<file path="src/rtl/riscv_pkg.sv">
// Shared encodings for the MEM-stage load/store unit: writeback select,
// load/store funct3 codes and the LSU handshake state.
package riscv_pkg;

  localparam logic [1:0] WB_ALU  = 2'b00;
  localparam logic [1:0] WB_LOAD = 2'b01;
  localparam logic [1:0] WB_PC4  = 2'b10;

  localparam logic [2:0] F3_B  = 3'b000;
  localparam logic [2:0] F3_H  = 3'b001;
  localparam logic [2:0] F3_W  = 3'b010;
  localparam logic [2:0] F3_BU = 3'b100;
  localparam logic [2:0] F3_HU = 3'b101;

  typedef enum logic [1:0] {
    IDLE = 2'd0,
    BUSY = 2'd1,
    DONE = 2'd2
  } lsu_state_e;

endpackage

</file>
<file path="src/rtl/mem_stage_lsu_align.sv">
// Combinational lane logic: byte enables, replicated store data, extended
// load data and the misalignment / illegal-funct3 fault for one access.
module lsu_align
  import riscv_pkg::*;
(
  input  logic [2:0]  i_funct3,
  input  logic [1:0]  i_addr_lo,
  input  logic        i_is_ld,
  input  logic        i_is_st,
  input  logic [31:0] i_rs2_data,
  input  logic [31:0] i_rdata,
  output logic [3:0]  o_be,
  output logic [31:0] o_wdata,
  output logic [31:0] o_ld_ext,
  output logic        o_fault
);

  logic        legal;
  logic        misalign;
  logic [7:0]  ld_byte;
  logic [15:0] ld_half;

  always_comb begin
    legal    = 1'b0;
    misalign = 1'b0;
    o_be     = 4'b0000;
    o_wdata  = 32'd0;
    o_ld_ext = 32'd0;

    case (i_funct3)
      F3_B, F3_H, F3_W: legal = 1'b1;
      F3_BU, F3_HU:     legal = ~i_is_st;
      default:          legal = 1'b0;
    endcase

    // funct3[1:0] carries the access size for both signed and unsigned forms
    case (i_funct3[1:0])
      2'b00: begin
        o_be    = 4'b0001 << i_addr_lo;
        o_wdata = {4{i_rs2_data[7:0]}};
      end
      2'b01: begin
        o_be     = 4'b0011 << {i_addr_lo[1], 1'b0};
        o_wdata  = {2{i_rs2_data[15:0]}};
        misalign = i_addr_lo[0];
      end
      2'b10: begin
        o_be     = 4'b1111;
        o_wdata  = i_rs2_data;
        misalign = |i_addr_lo;
      end
      default: begin
        o_be    = 4'b0000;
        o_wdata = 32'd0;
      end
    endcase

    if (!i_is_st) o_wdata = 32'd0;
    o_fault = (i_is_ld | i_is_st) & (~legal | misalign);

    ld_byte = i_rdata[{i_addr_lo, 3'b000} +: 8];
    ld_half = i_addr_lo[1] ? i_rdata[31:16] : i_rdata[15:0];

    case (i_funct3)
      F3_B:    o_ld_ext = {{24{ld_byte[7]}}, ld_byte};
      F3_H:    o_ld_ext = {{16{ld_half[15]}}, ld_half};
      F3_W:    o_ld_ext = i_rdata;
      F3_BU:   o_ld_ext = {24'd0, ld_byte};
      F3_HU:   o_ld_ext = {16'd0, ld_half};
      default: o_ld_ext = 32'd0;
    endcase
  end

endmodule

</file>
<file path="src/rtl/mem_stage_lsu.sv">
// MEM-stage LSU: drives the data bus with a req/ack handshake and timeout,
// stalls the pipeline while an access is outstanding, feeds MEM/WB.
module mem_stage_lsu
  import riscv_pkg::*;
#(
  parameter int unsigned TIMEOUT_CYCLES = 255,
  parameter int unsigned CNT_W          = 8
) (
  input  logic        i_clk,
  input  logic        i_reset_n,
  input  logic [31:0] MEM_i_alu_data,
  input  logic [31:0] MEM_i_rs2_data,
  input  logic [31:0] MEM_i_pc,
  input  logic        MEM_i_mem_wren,
  input  logic        MEM_i_reg_wren,
  input  logic [1:0]  MEM_i_wb_sel,
  input  logic [2:0]  MEM_i_funct_3,
  input  logic        i_bus_ack,
  input  logic [31:0] i_bus_rdata,
  output logic        o_bus_req,
  output logic        o_bus_we,
  output logic [31:0] o_bus_addr,
  output logic [3:0]  o_bus_be,
  output logic [31:0] o_bus_wdata,
  output logic        o_stall,
  output logic        o_access_fault,
  output logic        o_bus_err,
  output logic [31:0] WB_o_ld_data,
  output logic [31:0] WB_o_alu_data,
  output logic [31:0] WB_o_pc_four,
  output logic        WB_o_reg_wren,
  output logic [1:0]  WB_o_wb_sel
);

  localparam logic [CNT_W-1:0] TMO_LAST = CNT_W'(TIMEOUT_CYCLES - 1);

  lsu_state_e       state_q, state_d;
  logic             req_q, req_d;
  logic             we_q, we_d;
  logic [31:0]      addr_q, addr_d;
  logic [3:0]       be_q, be_d;
  logic [31:0]      wdata_q, wdata_d;
  logic             err_q, err_d;
  logic [31:0]      ld_data_q, ld_data_d;
  logic [CNT_W-1:0] cnt_q, cnt_d;

  logic        is_ld;
  logic        is_st;
  logic        fault;
  logic        acc;
  logic [3:0]  al_be;
  logic [31:0] al_wdata;
  logic [31:0] al_ld_ext;

  assign is_ld = (MEM_i_wb_sel == WB_LOAD);
  assign is_st = MEM_i_mem_wren;

  lsu_align u_align (
    .i_funct3   (MEM_i_funct_3),
    .i_addr_lo  (MEM_i_alu_data[1:0]),
    .i_is_ld    (is_ld),
    .i_is_st    (is_st),
    .i_rs2_data (MEM_i_rs2_data),
    .i_rdata    (i_bus_rdata),
    .o_be       (al_be),
    .o_wdata    (al_wdata),
    .o_ld_ext   (al_ld_ext),
    .o_fault    (fault)
  );

  assign acc = (is_ld | is_st) & ~fault;

  always_comb begin
    state_d   = state_q;
    req_d     = req_q;
    we_d      = we_q;
    addr_d    = addr_q;
    be_d      = be_q;
    wdata_d   = wdata_q;
    err_d     = 1'b0;
    ld_data_d = ld_data_q;
    cnt_d     = cnt_q;

    case (state_q)
      IDLE: begin
        if (acc) begin
          state_d = BUSY;
          req_d   = 1'b1;
          we_d    = is_st;
          addr_d  = {MEM_i_alu_data[31:2], 2'b00};
          be_d    = al_be;
          wdata_d = al_wdata;
          cnt_d   = '0;
        end
      end
      BUSY: begin
        cnt_d = cnt_q + 1'b1;
        // a late ack on the expiry cycle still completes the access
        if (i_bus_ack) begin
          ld_data_d = we_q ? 32'd0 : al_ld_ext;
          req_d     = 1'b0;
          state_d   = DONE;
        end else if (cnt_q == TMO_LAST) begin
          ld_data_d = 32'd0;
          req_d     = 1'b0;
          err_d     = 1'b1;
          state_d   = DONE;
        end
      end
      DONE: state_d = IDLE;
      default: state_d = IDLE;
    endcase
  end

  always_ff @(posedge i_clk) begin
    if (!i_reset_n) begin
      state_q   <= IDLE;
      req_q     <= 1'b0;
      we_q      <= 1'b0;
      addr_q    <= 32'd0;
      be_q      <= 4'b0000;
      wdata_q   <= 32'd0;
      err_q     <= 1'b0;
      ld_data_q <= 32'd0;
      cnt_q     <= '0;
    end else begin
      state_q   <= state_d;
      req_q     <= req_d;
      we_q      <= we_d;
      addr_q    <= addr_d;
      be_q      <= be_d;
      wdata_q   <= wdata_d;
      err_q     <= err_d;
      ld_data_q <= ld_data_d;
      cnt_q     <= cnt_d;
    end
  end

  assign o_bus_req      = req_q;
  assign o_bus_we       = we_q;
  assign o_bus_addr     = addr_q;
  assign o_bus_be       = be_q;
  assign o_bus_wdata    = wdata_q;
  assign o_bus_err      = err_q;
  assign o_access_fault = fault;
  assign o_stall        = acc & (state_q != DONE);

  // faulted loads never reach the bus, so they complete with zero right away
  assign WB_o_ld_data  = (is_ld & fault) ? 32'd0 : ld_data_q;
  assign WB_o_alu_data = MEM_i_alu_data;
  assign WB_o_pc_four  = MEM_i_pc + 32'd4;
  assign WB_o_reg_wren = MEM_i_reg_wren;
  assign WB_o_wb_sel   = MEM_i_wb_sel;

endmodule

</file>
<file path="config.mk">
export PLATFORM = sky130hd
export DESIGN_NAME = mem_stage_lsu
export DESIGN_NICKNAME = d
export VERILOG_FILES = /design/src/rtl/riscv_pkg.sv /design/src/rtl/mem_stage_lsu_align.sv /design/src/rtl/mem_stage_lsu.sv
export SDC_FILE = /design/constraint.sdc
export NUM_CORES = 1
export LEC_CHECK = 0
export BUFFER_PORTS_ARGS = -buffer_cell sky130_fd_sc_hd__buf_4
export CAP_MARGIN = 20
export CORE_UTILIZATION = 30
export CTS_CLUSTER_DIAMETER = 200
export CTS_CLUSTER_SIZE = 8
export DETAILED_ROUTE_END_ITERATION = 10
export PLACE_DENSITY = 0.53
export SLEW_MARGIN = 10
export SYNTH_ARGS = -nofsm -noshare
export SYNTH_HDL_FRONTEND = slang
export SYNTH_SLANG_ARGS = --single-unit
</file>
<file path="constraint.sdc">
create_clock -name i_clk -period 3.55 [get_ports i_clk]
set_clock_uncertainty 0.1 [all_clocks]
set_input_delay 0.5325 -clock i_clk [delete_from_list [all_inputs] [get_ports i_clk]]
set_output_delay 0.5325 -clock i_clk [all_outputs]
set_load 0.005 [all_outputs]
</file>
==> qor.txt, run 1 <==
reg2reg setup slack -> 1.09 ns
initial core utilization -> 0.3102
number of max-slew violations in the final report -> 0
launch instance of the worst register-to-register path -> state_q[0]$_SDFFE_PN0P_
DRC violation count after routing -> 0
global-route wire length before repair -> 30,300 µm
static leakage -> 3.656 nW
placer's final routability congestion estimate -> 0.7947
number of flops mapped to enable cells by yosys -> 0
Synth Warn # -> 0
final-report hold violation count -> 0
number of buffer cells added on primary ports -> 301
number of H-tree levels -> 3
commonest non-fill, non-tap cell in the layout -> buf_4
detail-routed via count per cell -> 4.806
Required @ worst endpoint -> 2.92 ns
Post-Syn Area per Cell -> 8.026 µm²
post-cts gate resize count -> 0
length of the first detailed-routing pass in iterations -> 6
flip-flop cell with the highest count after synthesis -> dfxtp_1
synthesized netlist cell count -> 735
Clock transition at path regs -> 0.07 ns
startpoint class of the critical path -> primary input
highest clock rate -> 359.3 MHz
count of vias placed by the detailed router -> 5,931
y dimension of the die -> 142.2 µm
initial antenna violation count -> 0
share of the cycle needed by the critical path after routing -> 0.7841
Critical R2R Capture -> ld_data_q[22]$_SDFFE_PN0P_
pin count of the biggest net entering global routing -> 99
Total Routing Usage GR -> 0.1935
Slew HR -> 0.4800
power density over the cells -> 345.1 mW/mm²
hold buffer count at cts -> 0
clock tree from TritonCTS -> done
Iteration-0 DRC Markers -> 347
Max Buffers Root-to-Sink -> 2
setup TNS -> 0 ns
result of the run -> finished, final reports clean
Max rail drop VDD -> 222.7 µV
WL per Instance -> 16.38 µm
vias in the first global route -> 5,564
Async S/R FF share, synth -> 0
total congestion overflow -> 0
Core Util, Final -> 0.4404
number of clock sinks seen by CTS -> 111
minimum clock period -> 2.784 ns
most used cells in the layout excluding fill and tap cells -> buf_4, nand2_1, dfxtp_1
half-perimeter wire length of the detailed placement result -> 14,980 µm
worst path arrival time -> 2.15 ns
number of distinct library cell variants in the gate-level netlist after synthesis -> 47
cell count of the worst reg-to-reg path -> 4
width of the die -> 142.2 µm
fraction of layout cells with a size suffix above 1 -> 0.3522
number of rows in the core area -> 50
CTS Buf Count -> 9
root buffer selected by CTS -> clkbuf_16
Ports -> 310
peak fanout along the critical path -> 6
crit path to -> WB_o_pc_four[24]
total setup buffers inserted after CTS -> 0
number of routed nets with antenna violations -> 0
Seq cells post-synth -> 111
endpoint class of the critical path -> output pin
register area share after synthesis -> 0.3767
slew at the pin closest to its max-slew limit -> 0.7783 ns
Area Growth Syn to Fin -> 41.97%
Core ar. -> 0.01902 mm²
min-delay worst type -> in2reg
timing startpoint of the critical path -> MEM_i_pc[5]
count of endpoints failing setup in the final report -> 0
Nets -> 1,115
DRT Wirelength -> 20,210 µm
later-pin clock latency in the skew report -> 0.35 ns
Total Die Area -> 0.02023 mm²
count of maximum capacitance violations -> 0
class of the most critical setup path -> in2out
cell area after technology mapping -> 0.005899 mm²
setup repair after global routing missed its margin -> false
number of cells on the worst hold path -> 2
count of antenna diodes in the layout -> 0
==> registers in the layout (all words and copies together), names as in the netlist <==
name,cells
ld_data_q,32
o_bus_wdata,32
o_bus_addr,30
cnt_q,8
o_bus_be,4
state_q,2
o_bus_err,1
o_bus_req,1
o_bus_we,1
==> worst max-delay path, cell delays in order <==
cell and delay, ns:
buf_4 0.11, nand4_1 0.21, nor4_1 0.57, and2_1 0.26, and3_1 0.18, xor2_1 0.16, buf_4 0.13
==> per-layer routing <==
layer / wire length, µm / track usage
met1: 8448 / 0.2300
met2: 9363 / 0.3238
met3: 2142 / 0.07840
met4: 252 / 0.04471
met5: 0 / 0
==> power breakdown <==
part           leakage, nW  internal (mW)  switching [mW]
clock network        0.132          0.486           0.507
registers            0.899           1.28          0.0233
logic                 2.63          0.296           0.296
total                 3.66           2.06           0.826
==> logic make-up (layout without fill, tap and decap cells) <==
logic type	Yosys count	in the layout	share of synthesized area
multiplexers	9	9	0.01909
AO/OA/AOI/OAI	171	171	0.2045
AND/OR/NAND/NOR	305	305	0.2456
XOR/XNOR	31	31	0.04602
adder cells (fa/ha/maj)	7	7	0.01485
other	1	2	0.0006357
buffers and inverters	100	338	0.09268
flip-flops	111	111	0.3767
==> worst min-delay path by stage <==
stage                                      end  slack [ns]                       start
floorplan            ld_data_q[0]$_SDFFE_PN0P_        0.32   ld_data_q[0]$_SDFFE_PN0P_
global placement    ld_data_q[16]$_SDFFE_PN0P_        0.33  ld_data_q[16]$_SDFFE_PN0P_
detailed placement  ld_data_q[31]$_SDFFE_PN0P_        0.33  ld_data_q[31]$_SDFFE_PN0P_
CTS                       o_bus_err$_SDFF_PP0_        0.29                   i_bus_ack
global route              o_bus_err$_SDFF_PP0_        0.28                   i_bus_ack
finish                    o_bus_err$_SDFF_PP0_        0.29                   i_bus_ack
==> synth_stat cells, drive strengths merged, types with 2 or more instances <==
cell | n | area [µm²]
nor4 | 4 | 31.28
nand2b | 2 | 12.51
nor3 | 7 | 35.03
inv | 9 | 33.78
mux2 | 8 | 90.09
a21oi | 18 | 90.09
ha | 7 | 87.58
and3 | 11 | 68.82
xor2 | 14 | 122.6
a221oi | 8 | 70.07
nand3 | 28 | 140.1
buf | 50 | 359.1
or2 | 2 | 12.51
o211ai | 5 | 51.30
clkbuf | 41 | 153.9
nor2b | 3 | 18.77
or3 | 25 | 156.4
o21ai | 38 | 190.2
nor2 | 18 | 67.56
and4 | 2 | 17.52
nand4 | 6 | 37.54
nand2 | 155 | 581.8
xnor2 | 17 | 148.9
o21a | 2 | 15.01
dfxtp | 111 | 2222
a22oi | 16 | 120.1
and2 | 37 | 231.5
a222oi | 16 | 160.2
or4 | 3 | 22.52
o22ai | 2 | 12.51
a31oi | 2 | 12.51
a21boi | 60 | 450.4
==> layout make-up <==
type | count | area, µm²
Inverter | 9 | 33.78
Multi-Input combinational cell | 525 | 3144
Sequential cell | 111 | 2222
Timing Repair Buffer | 314 | 2370
Fill cell | 1973 | 10640
Clock inverter | 6 | 55.05
Tap cell | 260 | 325.3
Clock buffer | 9 | 225.2
==> stage by stage <==
step / worst slack (ns) / instance area, µm² / instances / hold WS (ns) / power [mW]
after floorplan: 0.9795 / 5903 / 736 / 0.3167 / 1.616
after global placement: 0.5555 / 8095 / 1219 / 0.3269 / 1.935
after detailed placement: 0.4890 / 8095 / 1219 / 0.3342 / 1.935
after CTS: 0.7244 / 8376 / 1234 / 0.2870 / 2.938
after global routing: 0.5512 / 8376 / 1234 / 0.2806 / 3.036
final: 0.7665 / 8376 / 1234 / 0.2928 / 2.891
Note: power is estimated with default switching activity, not from simulation.
==> run 2: changes to the inputs <==
- clock period: 3.55 -> 2.58 ns (I/O delays scaled with it)
==> run 2 against run 1 <==
  * Critical path depth up 3
  * Sequential share of layout area is 0.80 points lower
  * Final cell count is 1.9% higher
  * Hold slack got worse by 0.16 ns
  * Non-clock buffer count rose by 22
  * Cell area increased by 3.1%
  * Wire length rose by 2.3%
  * Via count increased by 2.0%
  * Die area is the same
  * Clock power is 61% higher
==> qor.txt, run 2 (synthesis gave the netlist of run 1 again) <==
result of the run -> finished, final reports clean (unchanged)
static leakage -> 3.810 nW (was 3.656 nW)
total setup buffers inserted after CTS -> 0 (unchanged)
Crit path top cell by count -> buf_4 (unchanged)
peak fanout along the critical path -> 32 (was 6)
number of cells on the worst hold path -> 2 (unchanged)
Core ar. -> 0.01902 mm² (unchanged)
portion of total power attributed to the clock network -> 0.375 (was 0.343)
highest clock rate -> 412.1 MHz
Iteration-0 DRC Markers -> 253 (was 347)
number of clock sinks seen by CTS -> 111 (unchanged)
minimum clock period -> 2.426 ns
Required @ worst endpoint -> 2.09 ns (was 2.92 ns)
WL per Instance -> 16.44 µm (was 16.38 µm)
total congestion overflow -> 0 (unchanged)
count of vias placed by the detailed router -> 6,049 (was 5,931)
cell count of the worst reg-to-reg path -> 4 (unchanged)
vias in the first global route -> 5,619 (was 5,564)
number of max-slew violations in the final report -> 0 (unchanged)
DRT Wirelength -> 20,670 µm (was 20,210 µm)
half-perimeter wire length of the detailed placement result -> 15,330 µm (was 14,980 µm)
number of H-tree levels -> 3 (unchanged)
detail-routed via count per cell -> 4.812 (was 4.806)
Total Routing Usage GR -> 0.1988 (was 0.1935)
number of buffer cells added on primary ports -> 301 (unchanged)
DRC violation count after routing -> 0 (unchanged)
maximum cell stage delay along the critical path -> 0.24 ns (was 0.57 ns)
placer's final routability congestion estimate -> 0.8015 (was 0.7947)
final-report hold violation count -> 0 (unchanged)
Slew HR -> 0.3812 (was 0.4800)
setup repair after global routing missed its margin -> false (unchanged)
startpoint class of the critical path -> primary input (unchanged)
root buffer selected by CTS -> clkbuf_16 (unchanged)
commonest non-fill, non-tap cell in the layout -> buf_4 (unchanged)
stages on the worst setup path -> 10 (was 7)
CTS Buf Count -> 9 (unchanged)
Max Buffers Root-to-Sink -> 2 (unchanged)
fraction of layout cells with a size suffix above 1 -> 0.3671 (was 0.3522)
worst path arrival time -> 1.94 ns (was 2.15 ns)
Ports -> 310 (unchanged)
length of the first detailed-routing pass in iterations -> 6 (unchanged)
# fillers -> 1,974 (was 1,973)
count of endpoints failing setup in the final report -> 0 (unchanged)
CP delay by family, top -> buffers and inverters (was simple AND/OR/NAND/NOR gates)
critical-path cell with the highest stage delay -> ha_1 (was nor4_1)
endpoint class of the critical path -> output pin (unchanged)
slew at the pin closest to its max-slew limit -> 0.9262 ns (was 0.7783 ns)
Switching Share -> 0.2711 (was 0.2857)
number of rows in the core area -> 50 (unchanged)
overall power consumption -> 4.258 mW (was 2.891 mW)
global-route wire length before repair -> 30,980 µm (was 30,300 µm)
Max rail drop VDD -> 410.5 µV (was 222.7 µV)
crit-path cells -> buf_4 -> inv_1 -> ha_1 -> and2b_1 -> o211ai_4 -> buf_4 -> nand2_1 -> buf_12 -> and2_1 -> buf_4 (was buf_4 -> nand4_1 -> nor4_1 -> and2_1 -> and3_1 -> xor2_1 -> buf_4)
Final Hold Slack -> 0.1337 ns (was 0.2928 ns)
initial core utilization -> 0.3102 (unchanged)
later-pin clock latency in the skew report -> 0.36 ns (was 0.35 ns)
count of buffering cells on the critical path with inverters included -> 5 (was 2)
count of antenna diodes in the layout -> 0 (unchanged)
post-cts gate resize count -> 0 (unchanged)
power density over the cells -> 493.1 mW/mm² (was 345.1 mW/mm²)
most used cells in the layout excluding fill and tap cells -> buf_4, nand2_1, dfxtp_1 (unchanged)
clock tree from TritonCTS -> done (unchanged)
hold buffer count at cts -> 0 (unchanged)
register share of total power -> 0.422 (was 0.452)
initial antenna violation count -> 0 (unchanged)
pin count of the biggest net entering global routing -> 53 (was 99)
Nets -> 1,137 (was 1,115)
count of maximum capacitance violations -> 0 (unchanged)
Comb pwr share -> 0.203 (was 0.205)
Area Growth Syn to Fin -> 46.36% (was 41.97%)
Total Die Area -> 0.02023 mm² (unchanged)
min-delay worst type -> in2reg (unchanged)
y dimension of the die -> 142.2 µm (unchanged)
number of routed nets with antenna violations -> 0 (unchanged)
switching pwr -> 1.154 mW (was 825.8 µW)
Clock transition at path regs -> 0.07 ns (about the same)
P_int -> 3.103 mW (was 2.065 mW)
share of the cycle needed by the critical path after routing -> 0.9405
class of the most critical setup path -> in2out (unchanged)
width of the die -> 142.2 µm (unchanged)
[run 2: final timing paths]
kind	start	to	slack (ns)
hold / removal	i_bus_ack	o_bus_err$_SDFF_PP0_	0.13
setup / recovery	MEM_i_funct_3[0]	WB_o_ld_data[5]	0.15
setup reg to reg	state_q[0]$_SDFFE_PN0P_	o_bus_wdata[14]$_SDFFE_PN0P_	0.57
hold reg to reg	ld_data_q[16]$_SDFFE_PN0P_	ld_data_q[16]$_SDFFE_PN0P_	0.35
[run 2: through the flow]
stage / instance area (µm²) / setup WS, ns / util / cells / TNS, ns
2_1_floorplan: 5903 / 0.1550 / - / 736 / 0
3_3_place_gp: 8298 / -0.09962 / 0.4363 / 1241 / -2.699
3_5_place_dp: 8298 / -0.1547 / 0.4363 / 1241 / -4.677
4_1_cts: 8635 / 0.1509 / 0.4540 / 1257 / 0
5_1_grt: 8635 / 0.02212 / 0.4540 / 1257 / 0
6_report: 8635 / 0.1536 / 0.4540 / 1257 / 0
[run 2: metal layers]
layer,track usage,wire [µm]
met1,0.2415,8756
met2,0.3289,9494
met3,0.07100,2080
met4,0.05659,337
met5,0,0
[run 2: cell type report]
class	count	area, µm²	area share
Multi-Input combinational cell	525	3144	0.3642
Timing Repair Buffer	336	2572	0.2979
Sequential cell	111	2222	0.2574
Tap cell	260	325.3	0.03768
Clock buffer	10	239.0	0.02768
Clock inverter	6	97.59	0.01130
Inverter	9	33.78	0.003912
[run 2: power groups by stage]
stage          clock, mW  sequential, mW  combinational [mW]
4_1_cts             1.66            1.80               0.872
3_5_place_dp           0            1.84               0.869
5_1_grt             1.73            1.81               0.938
2_1_floorplan          0            1.84               0.387
3_3_place_gp           0            1.84               0.871
6_report            1.60            1.80               0.862
